--- src/rtl/cdc_tx_arbiter.sv ---
// cdc_tx_arbiter: write-side scheduler for the 8-bit GMII-bound CDC FIFO.
// Two frame sources share the single FIFO write port. Port 1 carries time-sync
// frames and port 0 carries normal traffic. The scheduler keeps frames contiguous,
// inserts a fixed idle gap after each frame so the read side sees rdempty between
// frames, truncates frames longer than MAX_LEN and aborts a frame on FIFO overflow.
// Ports:
//   i_wr_clk, i_wr_rst_n             write clock, async active-low reset
//   i_pN_req / o_pN_gnt              per-port frame request (level) and grant
//   iv_pN_data / i_pN_data_wr        per-port byte and byte valid
//   i_fifo_overflow_pulse            1-cycle overflow strobe from the FIFO
//   ov_data / o_data_wr              byte and write enable to the FIFO
//   o_len_err_pulse                  1-cycle pulse, frame exceeded MAX_LEN
//   ov_p0/p1_frame_cnt, ov_overflow_cnt  wrapping 16-bit statistics
module cdc_tx_arbiter #(
    parameter int unsigned IFG_CYCLES  = 16,
    parameter int unsigned MAX_LEN     = 1522,
    parameter int unsigned GNT_TIMEOUT = 64,
    parameter int unsigned STRICT_PRIO = 1
) (
    input  logic        i_wr_clk,
    input  logic        i_wr_rst_n,
    input  logic        i_p0_req,
    output logic        o_p0_gnt,
    input  logic [7:0]  iv_p0_data,
    input  logic        i_p0_data_wr,
    input  logic        i_p1_req,
    output logic        o_p1_gnt,
    input  logic [7:0]  iv_p1_data,
    input  logic        i_p1_data_wr,
    input  logic        i_fifo_overflow_pulse,
    output logic [7:0]  ov_data,
    output logic        o_data_wr,
    output logic        o_len_err_pulse,
    output logic [15:0] ov_p0_frame_cnt,
    output logic [15:0] ov_p1_frame_cnt,
    output logic [15:0] ov_overflow_cnt
);

    localparam int unsigned LEN_W = 11;
    localparam int unsigned CNT_W = 16;
    localparam int unsigned GAP_W = (IFG_CYCLES > 1) ? $clog2(IFG_CYCLES) : 1;
    localparam int unsigned TMO_W = (GNT_TIMEOUT > 1) ? $clog2(GNT_TIMEOUT) : 1;

    typedef enum logic [1:0] {
        IDLE_S  = 2'd0,
        GRANT_S = 2'd1,
        TRANS_S = 2'd2,
        GAP_S   = 2'd3
    } state_e;

    state_e             state_q, state_d;
    logic               sel_q, sel_d;           // 1 = port 1 owns the write port
    logic               rr_last_q, rr_last_d;   // last granted port
    logic               p0_gnt_q, p0_gnt_d;
    logic               p1_gnt_q, p1_gnt_d;
    logic [7:0]         data_q, data_d;
    logic               data_wr_q, data_wr_d;
    logic               len_err_q, len_err_d;
    logic               len_err_seen_q, len_err_seen_d;
    logic               discard_q, discard_d;
    logic [LEN_W-1:0]   byte_cnt_q, byte_cnt_d;
    logic [GAP_W-1:0]   gap_cnt_q, gap_cnt_d;
    logic [TMO_W-1:0]   tmo_cnt_q, tmo_cnt_d;
    logic [CNT_W-1:0]   p0_cnt_q, p0_cnt_d;
    logic [CNT_W-1:0]   p1_cnt_q, p1_cnt_d;
    logic [CNT_W-1:0]   ovf_cnt_q, ovf_cnt_d;

    logic               pick_c;
    logic               sel_wr_c;
    logic [7:0]         sel_data_c;

    // Arbitration winner when idle; reset value of rr_last_q makes port 1 win first.
    assign pick_c     = (i_p0_req && i_p1_req) ? ((STRICT_PRIO != 0) ? 1'b1 : ~rr_last_q)
                                               : i_p1_req;
    assign sel_wr_c   = sel_q ? i_p1_data_wr : i_p0_data_wr;
    assign sel_data_c = sel_q ? iv_p1_data   : iv_p0_data;

    // State and datapath registers.
    always_ff @(posedge i_wr_clk or negedge i_wr_rst_n) begin
        if (!i_wr_rst_n) begin
            state_q        <= IDLE_S;
            sel_q          <= 1'b0;
            rr_last_q      <= 1'b0;
            p0_gnt_q       <= 1'b0;
            p1_gnt_q       <= 1'b0;
            data_q         <= '0;
            data_wr_q      <= 1'b0;
            len_err_q      <= 1'b0;
            len_err_seen_q <= 1'b0;
            discard_q      <= 1'b0;
            byte_cnt_q     <= '0;
            gap_cnt_q      <= '0;
            tmo_cnt_q      <= '0;
            p0_cnt_q       <= '0;
            p1_cnt_q       <= '0;
            ovf_cnt_q      <= '0;
        end else begin
            state_q        <= state_d;
            sel_q          <= sel_d;
            rr_last_q      <= rr_last_d;
            p0_gnt_q       <= p0_gnt_d;
            p1_gnt_q       <= p1_gnt_d;
            data_q         <= data_d;
            data_wr_q      <= data_wr_d;
            len_err_q      <= len_err_d;
            len_err_seen_q <= len_err_seen_d;
            discard_q      <= discard_d;
            byte_cnt_q     <= byte_cnt_d;
            gap_cnt_q      <= gap_cnt_d;
            tmo_cnt_q      <= tmo_cnt_d;
            p0_cnt_q       <= p0_cnt_d;
            p1_cnt_q       <= p1_cnt_d;
            ovf_cnt_q      <= ovf_cnt_d;
        end
    end

    // Next-state and next-output logic.
    always_comb begin
        state_d        = state_q;
        sel_d          = sel_q;
        rr_last_d      = rr_last_q;
        p0_gnt_d       = p0_gnt_q;
        p1_gnt_d       = p1_gnt_q;
        data_d         = data_q;
        data_wr_d      = 1'b0;
        len_err_d      = 1'b0;
        len_err_seen_d = len_err_seen_q;
        discard_d      = discard_q;
        byte_cnt_d     = byte_cnt_q;
        gap_cnt_d      = gap_cnt_q;
        tmo_cnt_d      = tmo_cnt_q;
        p0_cnt_d       = p0_cnt_q;
        p1_cnt_d       = p1_cnt_q;
        ovf_cnt_d      = i_fifo_overflow_pulse ? (ovf_cnt_q + CNT_W'(1)) : ovf_cnt_q;

        unique case (state_q)
            IDLE_S: begin
                discard_d      = 1'b0;
                len_err_seen_d = 1'b0;
                if (i_p0_req || i_p1_req) begin
                    sel_d     = pick_c;
                    rr_last_d = pick_c;
                    p1_gnt_d  = pick_c;
                    p0_gnt_d  = ~pick_c;
                    tmo_cnt_d = '0;
                    state_d   = GRANT_S;
                end
            end
            GRANT_S: begin
                if (sel_wr_c) begin
                    data_d     = sel_data_c;
                    data_wr_d  = 1'b1;
                    byte_cnt_d = LEN_W'(1);
                    state_d    = TRANS_S;
                end else if (tmo_cnt_q == TMO_W'(GNT_TIMEOUT - 1)) begin
                    // Source never started: withdraw the grant, no gap needed.
                    p0_gnt_d = 1'b0;
                    p1_gnt_d = 1'b0;
                    state_d  = IDLE_S;
                end else begin
                    tmo_cnt_d = tmo_cnt_q + TMO_W'(1);
                end
            end
            TRANS_S: begin
                if (i_fifo_overflow_pulse) begin
                    discard_d = 1'b1;
                end
                if (sel_wr_c) begin
                    if (byte_cnt_q < LEN_W'(MAX_LEN)) begin
                        byte_cnt_d = byte_cnt_q + LEN_W'(1);
                        if (!discard_q) begin
                            data_d    = sel_data_c;
                            data_wr_d = 1'b1;
                        end
                    end else if (!len_err_seen_q) begin
                        len_err_d      = 1'b1;
                        len_err_seen_d = 1'b1;
                    end
                end else begin
                    // Frame end; an overflow in this same cycle still aborts it.
                    p0_gnt_d  = 1'b0;
                    p1_gnt_d  = 1'b0;
                    gap_cnt_d = '0;
                    state_d   = GAP_S;
                    if (!discard_q && !i_fifo_overflow_pulse) begin
                        if (sel_q) p1_cnt_d = p1_cnt_q + CNT_W'(1);
                        else       p0_cnt_d = p0_cnt_q + CNT_W'(1);
                    end
                end
            end
            GAP_S: begin
                if (gap_cnt_q == GAP_W'(IFG_CYCLES - 1)) begin
                    state_d = IDLE_S;
                end else begin
                    gap_cnt_d = gap_cnt_q + GAP_W'(1);
                end
            end
            default: state_d = IDLE_S;
        endcase
    end

    assign o_p0_gnt        = p0_gnt_q;
    assign o_p1_gnt        = p1_gnt_q;
    assign ov_data         = data_q;
    assign o_data_wr       = data_wr_q;
    assign o_len_err_pulse = len_err_q;
    assign ov_p0_frame_cnt = p0_cnt_q;
    assign ov_p1_frame_cnt = p1_cnt_q;
    assign ov_overflow_cnt = ovf_cnt_q;

endmodule

--- config.mk ---
export PLATFORM = sky130hd
export DESIGN_NAME = cdc_tx_arbiter
export DESIGN_NICKNAME = d
export VERILOG_FILES = /design/src/rtl/cdc_tx_arbiter.sv
export SDC_FILE = /design/constraint.sdc
export NUM_CORES = 1
export LEC_CHECK = 0
export ABC_AREA = 1
export BUFFER_PORTS_ARGS = -buffer_cell sky130_fd_sc_hd__buf_2
export CORE_ASPECT_RATIO = 1.1
export CORE_MARGIN = 4
export CORE_UTILIZATION = 30
export DETAILED_ROUTE_END_ITERATION = 8
export PLACE_DENSITY = 0.55
export SETUP_SLACK_MARGIN = 0.5
export SLEW_MARGIN = 20
export SYNTH_ARGS = -nofsm -noshare
export SYNTH_HDL_FRONTEND = slang
export SYNTH_SLANG_ARGS = --single-unit
--- constraint.sdc ---
create_clock -name i_wr_clk -period 3.8 [get_ports i_wr_clk]
set_clock_uncertainty 0.15 [all_clocks]
set_input_delay 0.19 -clock i_wr_clk [delete_from_list [all_inputs] [get_ports i_wr_clk]]
set_output_delay 0.19 -clock i_wr_clk [all_outputs]
set_load 0.01 [all_outputs]
==> impl_metrics.yaml <==
yosys:
  synth_cell_types: 36
  synth_ff_type: "dfrtp_1"
  netlist_instances: 648
  yosysTopAreaCell: "dfrtp_1"
  synthArstFlopShare_pct: 100
  synth_area_mm2: 0.00489
  syn_avg_cell_area_um2: 7.54
  ys_warn_count: 0
  synth.area.top_cells: "dfrtp_1 (44%), nand2_1 (19%), inv_1 (5.1%), nor2_1 (4.7%), nand3_1 (4.0%)"
  synth_nets: 681
  yosysMostFrequentCell: "nand2_1"
  ys_seq_area_share_pct: 44.0
  ys_ff_latch: 86
  synth_top_area_share_pct: 44.0
  synth_common_cells: "nand2_1 (251), dfrtp_1 (86), inv_1 (66)"
  synth-edff-count: 0
placed_design:
  gp_congestion: 0.794
  io_buffers: 82
  dpl.cell_count: 923
  place_hpwl_mm: 8.51
worst_hold_path:
  min_path_type: "input port to flip-flop"
  holdPathStages: 3
floorplanning:
  pin_count: 83
  core_mm2: 0.0159
  die_h_um: 142
  start_util_pct: 30.8
  row_count: 48
  die_area_mm2: 0.0184
  die_x_um: 130
power_and_ir_drop:
  pwr-share-clk_pct: 30.9
  p_int_w: 0.00212
  power_switching_w: 0.00128
  p_comb_share_pct: 30.2
  power_density_mw_per_mm2: 579
  netSwitchingFraction_pct: 37.6
  p_seq_share_pct: 38.9
  leakage_nw: 3.02
  ir_worst_vdd_uv: 241
  p_total_w: 0.00339
global_route:
  antenna_found_initial: 0
  grt_usage_pct: 13.4
  grt_pass1_vias: 4104
  grt_max_degree: 56
  grt_pass1_wl_mm: 20.0
  overflow: 0
critical_path:
  reg2reg_slack_ns: 1.63
  criticalPathCategory: "flip-flop to flip-flop"
  arrival_ns: 2.26
  cp-start-kind: "flip-flop"
  cp-end-kind: "flip-flop"
  path_max_fanout: 17
  reg2reg_depth: 7
  cp_data_required_time_ns: 3.89
cts:
  clkTransAtPathRegs_ns: 0.07
  htree_levels: 3
  cts_made_buffers: 9
  cts_buffer_depth: 2
  cts.sinks: 86
  cts_tree: "built"
  clockRootBuffer: "clkbuf_16"
  postCtsSetupBuffers: 0
  insertion_delay_ns: 0.34
layout:
  finalNonFillerCells: 941
  fillCellCount: 1715
  drive_gt1_share_pct: 17.4
  post-route-util_pct: 37.0
  area_growth_pct: 19.9
  final_nets: 769
  antenna_cells: 0
drt:
  drt-total-wl_mm: 11.5
  dr_total_vias: 4181
  drt_iter0_markers: 205
  remaining_drc_errors: 0
  post_drt_wl_per_cell_um: 12.3
  detail-route-antenna-nets: 0
  viasPerCell: 4.44
  dr.pass1.iters: 4
timing:
  hold_viol: 0
  relSlewSlack_pct: 49.9
  drv_slew: 0
  holdWs_ns: 0.0154
  rsz0062_at_grt: "no"
  fin_crit_ns: 2.17
  final-setup-viol-count: 0
  finalCritPeriodShare_pct: 57.1
  tightest_slew_ns: 0.751
  fin_setup_tns_ns: 0
  timing.fmax_ghz: 0.461
job:
  cap_violations: 0
run_status:
  status: "finished, final reports clean"
==> critical path: stages, from the launching register on <==
cell and delay (ns):
dfrtp_1 0.43, inv_1 0.10, ha_1 0.30, nand2_1 0.16
nor2_4 0.35, clkinv_1 0.37, nand2_1 0.14, nand2_1 0.06
==> sequential cells by signal, summed over array words and instances, names as in the netlist, 4 cells and up, named ones only <==
name and count:
ov_overflow_cnt 16, ov_p0_frame_cnt 16, ov_p1_frame_cnt 16, byte_cnt_q 11, ov_data 8, tmo_cnt_q 6, gap_cnt_q 4
==> path summary, 6_finish.rpt <==
check	to	start
hold reg to reg	o_len_err_pulse	len_err_seen_q
setup reg to reg	ov_p1_frame_cnt[9]	state_q[0]
min in group asynchronous	ov_overflow_cnt[13]	i_wr_rst_n
max in group asynchronous	ov_p1_frame_cnt[8]	i_wr_rst_n
hold / removal	ov_overflow_cnt[14]	i_fifo_overflow_pulse
setup / recovery	ov_p1_frame_cnt[9]	state_q[0]
==> area by class of cell <==
class | instances | area (um2) | area share, %
repair buffers | 85 | 440 | 7.51
multi-input cells | 484 | 2410 | 41.1
flip-flops and latches | 86 | 2150 | 36.7
clock inverters | 7 | 120 | 2.05
clock buffers | 9 | 225 | 3.84
inverters | 70 | 263 | 4.48
well taps | 200 | 250 | 4.27
==> metal layers <==
| layer | global-route usage (%) | share of wire (%) | up-vias |
|---|---|---|---|
| li1 | - | - | 2208 |
| met1 | 17.9 | 49 | 1901 |
| met2 | 21.7 | 46 | 62 |
| met3 | 3.28 | 4.1 | 10 |
| met4 | 3.88 | 1.4 | 0 |
| met5 | 0 | 0 | - |
==> layout by cell type, fill, tap and decap left out, types with 2 or more instances in the layout <==
cell type      count
a21oi_1            2
buf_2             81
buf_4              2
bufinv_16          3
clkbuf_16          9
dfrtp_1           86
dlygate4sd3_1      2
ha_1              10
inv_1             66
inv_2              3
inv_6              2
nand2_1          251
nand2_4            3
nand3_1           39
nand3_2            6
nand4_1           14
nor2_1            61
nor2_2             5
nor3_1             8
nor3b_1            2
o21ai_0           26
o21ai_1            3
o21ai_2            3
or2_2              2
xnor2_1           18
xor2_1            20
==> stage by stage <==
step	setup slack [ns]	instance area, um2
4_1_cts	1.61	5860
3_5_place_dp	1.61	5500
6_report	1.63	5860
2_1_floorplan	2.08	4890
3_3_place_gp	1.68	5500
5_1_grt	1.40	5860
==> power groups by stage <==
stage               combinational (W)  sequential [W]  clock [W]
floorplan                    0.000697         0.00134          0
global placement              0.00103         0.00134          0
detailed placement            0.00104         0.00134          0
CTS                           0.00105         0.00133    0.00108
global route                  0.00120         0.00136    0.00110
finish                        0.00103         0.00132    0.00105
==> what timing repair did <==
action	4_1_cts	5_1_grt
gates resized for setup	0	0
hold buffers	2	0
setup endpoints to repair	0	0
endpoints found under the hold margin	55	0
==> kinds of logic (layout without fill, tap and decap cells) <==
kind of cell    after synthesis  after routing  share of synthesized area (%)
compound gates               37             37                           4.17
xor+xnor                     38             38                           6.81
fa+ha+maj                    10             10                           2.56
buf+inv                      78            171                           6.65
flops                        86             86                           44.0
mux                           1              1                          0.230
simple gates                398            398                           35.6
No activity file was read; power rests on OpenSTA's default activity.
